<file path="src/rtl/axis_pkg.sv">
// Shared stream helpers: width helpers and the common stream localparams.
package axis_pkg;

  localparam int AXIS_DATA_W_DEFAULT     = 8;
  localparam int AXIS_DEPTH_LOG2_DEFAULT = 2;

`ifdef AXIS_FIFO_LAST_EN
  localparam int AXIS_LAST_W = 1;
`else
  localparam int AXIS_LAST_W = 0;
`endif

  function automatic int clog2(input int value);
    int r;
    int v;
    r = 0;
    v = value - 1;
    while (v > 0) begin
      r = r + 1;
      v = v >> 1;
    end
    return r;
  endfunction

  // Occupancy needs one extra bit so that a full FIFO (DEPTH) is representable.
  function automatic int AXIS_SIZE_W(input int depth_log2);
    return depth_log2 + 1;
  endfunction

endpackage

</file>
<file path="src/rtl/axis_fifo_ram.sv">
// Simple dual-port storage: synchronous write port, asynchronous read port.
module axis_fifo_ram #(
  parameter int WIDTH  = 8,
  parameter int ADDR_W = 2
) (
  input  logic              clock,
  input  logic              we,
  input  logic [ADDR_W-1:0] waddr,
  input  logic [WIDTH-1:0]  wdata,
  input  logic [ADDR_W-1:0] raddr,
  output logic [WIDTH-1:0]  rdata
);

  logic [WIDTH-1:0] mem [2**ADDR_W];

  always_ff @(posedge clock) begin
    if (we) mem[waddr] <= wdata;
  end

  assign rdata = mem[raddr];

endmodule

</file>
<file path="src/rtl/axis_fifo.sv">
// First-word fall-through AXI-stream FIFO of 2**DEPTH_LOG2 entries.
// Define AXIS_FIFO_LAST_EN to add the ilast/olast end-of-packet sideband.
module axis_fifo
  import axis_pkg::*;
#(
  parameter int DATA_WIDTH = AXIS_DATA_W_DEFAULT,
  parameter int DEPTH_LOG2 = AXIS_DEPTH_LOG2_DEFAULT
) (
  input  logic                                clock,
  input  logic                                reset,
  output logic [AXIS_SIZE_W(DEPTH_LOG2)-1:0]  size,
  input  logic [DATA_WIDTH-1:0]               idata,
  input  logic                                ivalid,
  output logic                                iready,
  output logic [DATA_WIDTH-1:0]               odata,
  output logic                                ovalid,
  input  logic                                oready
`ifdef AXIS_FIFO_LAST_EN
  ,
  input  logic                                ilast,
  output logic                                olast
`endif
);

  localparam int SW = AXIS_SIZE_W(DEPTH_LOG2);
  localparam int MW = DATA_WIDTH + AXIS_LAST_W;
  localparam logic [SW-1:0] FULL = SW'(1) << DEPTH_LOG2;

  logic                  push;
  logic                  pop;
  logic [SW-1:0]         size_next;
  logic [DEPTH_LOG2-1:0] wptr;
  logic [DEPTH_LOG2-1:0] rptr;
  logic [MW-1:0]         wdata;
  logic [MW-1:0]         rdata;

  assign push = ivalid && iready;
  assign pop  = ovalid && oready;

  always_comb begin
    size_next = size;
    case ({push, pop})
      2'b10:   size_next = size + SW'(1);
      2'b01:   size_next = size - SW'(1);
      default: size_next = size;
    endcase
  end

  // Flags are registered from size_next, so a pop on a full FIFO only frees iready next cycle.
  always_ff @(posedge clock) begin
    if (reset) begin
      size   <= '0;
      iready <= 1'b0;
      ovalid <= 1'b0;
      wptr   <= '0;
      rptr   <= '0;
    end else begin
      size   <= size_next;
      iready <= (size_next != FULL);
      ovalid <= (size_next != '0);
      if (push) wptr <= wptr + DEPTH_LOG2'(1);
      if (pop)  rptr <= rptr + DEPTH_LOG2'(1);
    end
  end

`ifdef AXIS_FIFO_LAST_EN
  assign wdata = {ilast, idata};
  assign odata = rdata[DATA_WIDTH-1:0];
  assign olast = rdata[DATA_WIDTH];
`else
  assign wdata = idata;
  assign odata = rdata;
`endif

  axis_fifo_ram #(
    .WIDTH  (MW),
    .ADDR_W (DEPTH_LOG2)
  ) u_ram (
    .clock (clock),
    .we    (push && !reset),
    .waddr (wptr),
    .wdata (wdata),
    .raddr (rptr),
    .rdata (rdata)
  );

endmodule
</file>
<file path="config.mk">
export PLATFORM = sky130hd
export DESIGN_NAME = axis_fifo
export DESIGN_NICKNAME = d
export VERILOG_FILES = /design/src/rtl/axis_pkg.sv /design/src/rtl/axis_fifo_ram.sv /design/src/rtl/axis_fifo.sv
export SDC_FILE = /design/constraint.sdc
export NUM_CORES = 1
export LEC_CHECK = 0
export CORE_UTILIZATION = 40
export DETAILED_ROUTE_END_ITERATION = 8
export PLACE_DENSITY = 0.61
export SLEW_MARGIN = 10
export SYNTH_ARGS = -nofsm -noshare
export SYNTH_HDL_FRONTEND = slang
export SYNTH_HIERARCHICAL = 1
export SYNTH_SLANG_ARGS = --single-unit
</file>
<file path="constraint.sdc">
create_clock -name clock -period 2.35 [get_ports clock]
set_input_delay 0.5875 -clock clock [delete_from_list [all_inputs] [get_ports clock]]
set_output_delay 0.5875 -clock clock [all_outputs]
set_load 0.01 [all_outputs]
</file>
After elaboration in Yosys (flattened, before gate mapping)
Memory sizes are Yosys's and may differ from the RTL's. A register that Yosys moved wholly into a read port is not among the register bits.
Index checks and enable logic that the tools add are counted.
- flip-flop bits (word level): 9
- output and inout bits: 13
- input bits: 12
- bits in writable memories: 32
- memories: 1
- equal/unequal tests: 3
- muxes and demuxes: 5
- reductions and logical operators: 5
- add/sub/neg operators: 4
- memories (name ; depth ; bits a word ; read ports ; clocked after Yosys merged registers in ; write ports ; RTL line ; text):
    u_ram.mem ; 4 ; 8 ; 1 ; 1 ; 1 ; axis_fifo_ram.sv:14 ; logic [WIDTH-1:0] mem [2**ADDR_W];
- operator list (cell ; count):
    $pmux 3 s2 ; 1
    $add 2x1->2 const B ; 2
    $mux 2 ; 2
    $add 3x1->3 const B ; 1
    $logic_and 1x1->1 ; 3
    $ne 3x3->1 const B ; 1
    $reduce_bool 3->1 ; 1
    $sub 3x1->3 const B ; 1
    $eq 2x1->1 const B ; 1
    $eq 2x2->1 const B ; 1
    $mux 1 ; 2
    $logic_not 1->1 ; 1

Depth between registers and ports, before layout
- depth after elaboration: 4
- gate-level depth with buffers: 6
- mapped depth without buffers: 6

Cells and area by module
Netlist, hierarchy kept.
- modules (own cells, without submodules) (module ; times used ; cells an instance ; seq. area each (um^2) ; area an instance (um^2)):
    axis_fifo_ram ; 1 ; 46 ; 960.9 ; 1188.6
    axis_fifo ; 1 ; 43 ; 180.2 ; 429.2

Worst setup path after synthesis
No wires, ideal clock.
- path type: input port to flip-flop
- start point: input oready
- end point: register iready
- data required time: 2.264 ns
- setup slack: 0.295 ns
- stages: 6
- arrival time: 1.969 ns
- buffers on the path: 0
- cells stage by stage: and2_1 > ha_1 > fa_1 > nor3b_4 > a22o_1 > a211oi_1
- longest elaborated chain between the ends: 4
- elaborated cells between the ends (all ways): 5
- those cells by class: eq/ne: 3; mux: 1; reduce/logical: 1
- RTL lines (item ; RTL line ; text):
    start: declaration ; axis_fifo.sv:17 ; input logic oready
    $logic_and 1x1->1 (*) ; axis_fifo.sv:38 ; assign pop = ovalid && oready;
    $eq 2x1->1 or $eq 2x2->1 (tied branches) ; axis_fifo.sv:42 ; case ({push, pop})
    $pmux 3 s2 (*) ; axis_fifo.sv:42 ;
    $ne 3x3->1 (*) ; axis_fifo.sv:59 ; iready <= (size_next != FULL);
    end signal: assignment ; axis_fifo.sv:59 ;
    end: declaration ; axis_fifo.sv:14 ; output logic iready,
Mark *: on every way between the ends. The rest lies on a longest branch, timed or not.
A chain may end at the register's enable or synchronous reset.

Worst setup path after layout
- start point: input oready
- end point: register ovalid
- longest elaborated chain between the ends: 4
- elaborated cells between the ends (all ways): 5
- those cells by class: eq/ne: 2; mux: 1; reduce/logical: 2
- RTL lines (item ; RTL line ; text):
    $logic_and 1x1->1 (*) ; axis_fifo.sv:38 ;
    $eq 2x1->1 or $eq 2x2->1 (tied branches) ; axis_fifo.sv:42 ;
    $pmux 3 s2 (*) ; axis_fifo.sv:42 ;
    $reduce_bool 3->1 (*) ; axis_fifo.sv:60 ; ovalid <= (size_next != '0);
    end signal: assignment ; axis_fifo.sv:60 ;
    end: declaration ; axis_fifo.sv:16 ; output logic ovalid,
Marks and branches as above.

==> metrics.txt <==
clk buf depth=2; CP Max Fanout=5; post-CTS setup buffers=0; Worst-path clk slew=0.08 ns; multiplexer share of the synthesized area=11.8%; initial antenna violation count=0; IO Count=25; Initial Utilization=42.9%; critical path required time=2.52 ns; wirelength, routed=2700 µm; placed cell areas=0.00201 mm²; fillcell total=293; num rows=22; CP delay by family, top=adder cells; GR Util met2=24.0%; CTS H-tree lvls=2; GR Util met1=18.0%; final slew viol count=0; DR WL/cell=15.3 µm; number of hold buffers added after CTS=0; worst path buffer plus inverter count=1; Sequential Power Share=49.7%; Placer Congestion=0.806; CTS tree=built; fraction of layout cells with a size suffix above 1=25.6%; fmax=0.435 GHz; Hold Path Stages=2; synthesized area=0.00162 mm²; Worst path depth=7; CORE AREA=0.00377 mm²; # DRC=0; status=finished, final reports clean; period utilization=97.8%; total track usage=14.7%; DR vias/cell=5.05; Gate Count Post-Synth=89; CP Launch Type=primary input; largest net degree at the start of global routing=13; Yosys cell types=26; slowest stage delay, CP=0.42 ns; Clock Power Share=31.9%; global-route wire length before repair=4490 µm; CP max stage cell=clkdlybuf4s50_1; Max Cap Viol=0; final hold viol count=0; Seq/Total Area, Yosys=70.5%; vias after detailed routing=893; Final Setup Violations=0; maximum VDD drop=0.000352 V; flops & latches, synth=41; GRT Residual Overflow=0; Final min period=2.30 ns; Synth Area in Compound Gates=2.09%; worst min path class=register to register; drt initial violations=39; Die Height=65.6 µm; Layout Nets=142; CTS sink cnt=41; xor and xnor area share after synthesis=3.25%; TritonRoute pass-1 iters=4; CTS root buffer=clkbuf_8; layer with the highest usage=met2; clock buffer count from CTS=5; Design Area, Final=0.00213 mm²; Layout area overhead=31.6%; n_diodes=0; crit end category=register; FF-to-FF path depth=6; Critical Path AT=2.47 ns; Hold Path End=wptr[1]$_SDFFE_PP0P_; vias in the first global route=938; skew final=0.00488 ns; Mean Syn Cell Area=18.2 µm²; HP Start=wptr[1]$_SDFFE_PP0P_; Setup TNS=0 ns; Worst-Margin Slew=0.429 ns; IO Port Bufs=24; Synth Net Count=103; Psw=395 µW; full die area=0.00430 mm²; endpoint of the worst register-to-register path=ovalid$_SDFF_PP0_; post-synthesis adder-cell area fraction=2.01%; post-DP HPWL=1860 µm; Cell Int Power=1.30 mW; power per cell area=798 mW/mm²; Die Wd=65.6 µm; Reg2Reg Setup Slack=0.44 ns; RSZ-0062 raised after global routing=true; critical path cell sequence=clkdlybuf4s50_1 -> and2_1 -> ha_2 -> fa_2 -> xnor2_1 -> a22o_1 -> a211oi_2; P_leak=0.735 nW; Combinational Power Share=18.4%; simple-gate share of the synthesized area=7.73%; worst setup path class=primary input to register; largest family of logic cells by synthesized area=multiplexers; DRT antenna net count=0; Switching Share=23.3%; synth warn=6; global routing usage on met3=4.34%; latest clock arrival within the worst-skew pair=0.29 ns; worst rel slew slack=71.2%; beginning of the worst register-to-register path=ovalid$_SDFF_PP0_
==> what timing repair did <==
| action | in CTS | in global routing |
|---|---|---|
| setup endpoints to repair | 8 | 2 |
| pin swaps | 0 | 1 |
| gates resized for setup | 10 | 5 |
==> how the worst max path moves through the flow <==
stage,start,to,slack [ns]
floorplan,oready,iready$_SDFF_PP0_,0.30
global placement,oready,iready$_SDFF_PP0_,-0.16
detailed placement,oready,iready$_SDFF_PP0_,-0.25
CTS,oready,ovalid$_SDFF_PP0_,0.06
global route,oready,ovalid$_SDFF_PP0_,-0.01
finish,oready,ovalid$_SDFF_PP0_,0.05
==> sequential cells by signal (all words and copies together) (netlist names) <==
signal     flops
u_ram/mem     32
size           3
rptr           2
wptr           2
iready         1
ovalid         1
==> synth_stat cells <==
master / n / area [µm²]
a211oi_1: 2 / 15.0
a21oi_1: 1 / 5.00
a22o_1: 1 / 8.76
and2_1: 1 / 6.26
and3_1: 1 / 6.26
and3b_1: 2 / 17.5
buf_6: 3 / 33.8
clkbuf_2: 1 / 5.00
dfxtp_1: 9 / 180
edfxtp_1: 32 / 961
fa_1: 1 / 20.0
ha_1: 1 / 12.5
inv_1: 1 / 3.75
mux2i_1: 1 / 10.0
mux4_2: 8 / 180
nand2_1: 1 / 3.75
nand2b_1: 1 / 6.26
nand3_1: 2 / 10.0
nor2_1: 8 / 30.0
nor3b_1: 1 / 7.51
nor3b_4: 1 / 18.8
nor4_1: 2 / 12.5
o21ai_0: 1 / 5.00
or3_1: 1 / 6.26
xnor2_1: 2 / 17.5
xor2_1: 4 / 35.0
==> layout by cell type, fill, tap and decap left out, drive strengths merged <==
| cell | netlist | routed |
|---|---|---|
| o21ai | 1 | 1 |
| clkinv | 0 | 1 |
| nand3 | 2 | 2 |
| clkdlybuf4s50 | 0 | 16 |
| ha | 1 | 1 |
| dfxtp | 9 | 9 |
| a22o | 1 | 1 |
| nand2b | 1 | 1 |
| xor2 | 4 | 4 |
| and3b | 2 | 2 |
| a211oi | 2 | 2 |
| or3 | 1 | 1 |
| bufinv | 0 | 1 |
| fa | 1 | 1 |
| xnor2 | 2 | 2 |
| a21oi | 1 | 1 |
| nand2 | 1 | 1 |
| buf | 3 | 12 |
| inv | 1 | 1 |
| and3 | 1 | 1 |
| edfxtp | 32 | 32 |
| nor4 | 2 | 2 |
| mux2i | 1 | 1 |
| nor3b | 2 | 2 |
| and2 | 1 | 1 |
| dlygate4sd2 | 0 | 8 |
| mux4 | 8 | 8 |
| nor2 | 8 | 8 |
| clkbuf | 1 | 6 |
==> logic make-up (layout without fill, tap and decap cells) <==
logic type      count (synthesis)  after routing
xor+xnor                        6              6
compound gates                  5              5
buf+inv                         5             45
mux                             9              9
simple gates                   21             21
flops                          41             41
fa+ha+maj                       2              2
==> power groups by stage <==
stage	Sequential [mW]	Combinational (mW)	Clock, mW
after floorplan	0.861	0.176	0
after global placement	0.858	0.306	0
final	0.845	0.313	0.542
after global routing	0.851	0.339	0.585
after detailed placement	0.860	0.312	0
after CTS	0.845	0.302	0.557
==> layout make-up <==
| cell class | instances | area (µm²) | share of cell area [%] |
|---|---|---|---|
| clock inverter | 2 | 33.8 | 1.59 |
| timing repair buffer | 36 | 362 | 17.0 |
| inverter | 1 | 3.75 | 0.176 |
| tap | 48 | 60.1 | 2.82 |
| sequential | 41 | 1140 | 53.6 |
| clock buffer | 6 | 72.6 | 3.41 |
| multi-input combinational | 43 | 455 | 21.4 |
==> per-layer routing <==
metal | vias up | share of wire [%]
met4 | 0 | 1.2
met3 | 5 | 4.1
met2 | 20 | 48
met5 | - | 0
li1 | 423 | -
met1 | 445 | 46
==> through the flow <==
stage          setup WS [ns]  util, %  total power [mW]  cells  hold slack [ns]
2_1_floorplan          0.295        -              1.04     89            0.478
3_3_place_gp          -0.163     53.2              1.16    169            0.528
3_5_place_dp          -0.251     53.2              1.17    169            0.551
4_1_cts               0.0571     55.9              1.70    177            0.572
5_1_grt              -0.0118     56.5              1.78    177            0.629
6_report              0.0528     56.5              1.70    177            0.583
==> worst reg2reg max path, cell delays in order, from the launching register on <==
cell	delay, ns
dfxtp_1	0.33
and2_1	0.18
ha_2	0.19
fa_2	0.36
xnor2_1	0.37
a22o_1	0.28
a211oi_2	0.09
(Power assumes the default switching activity.)
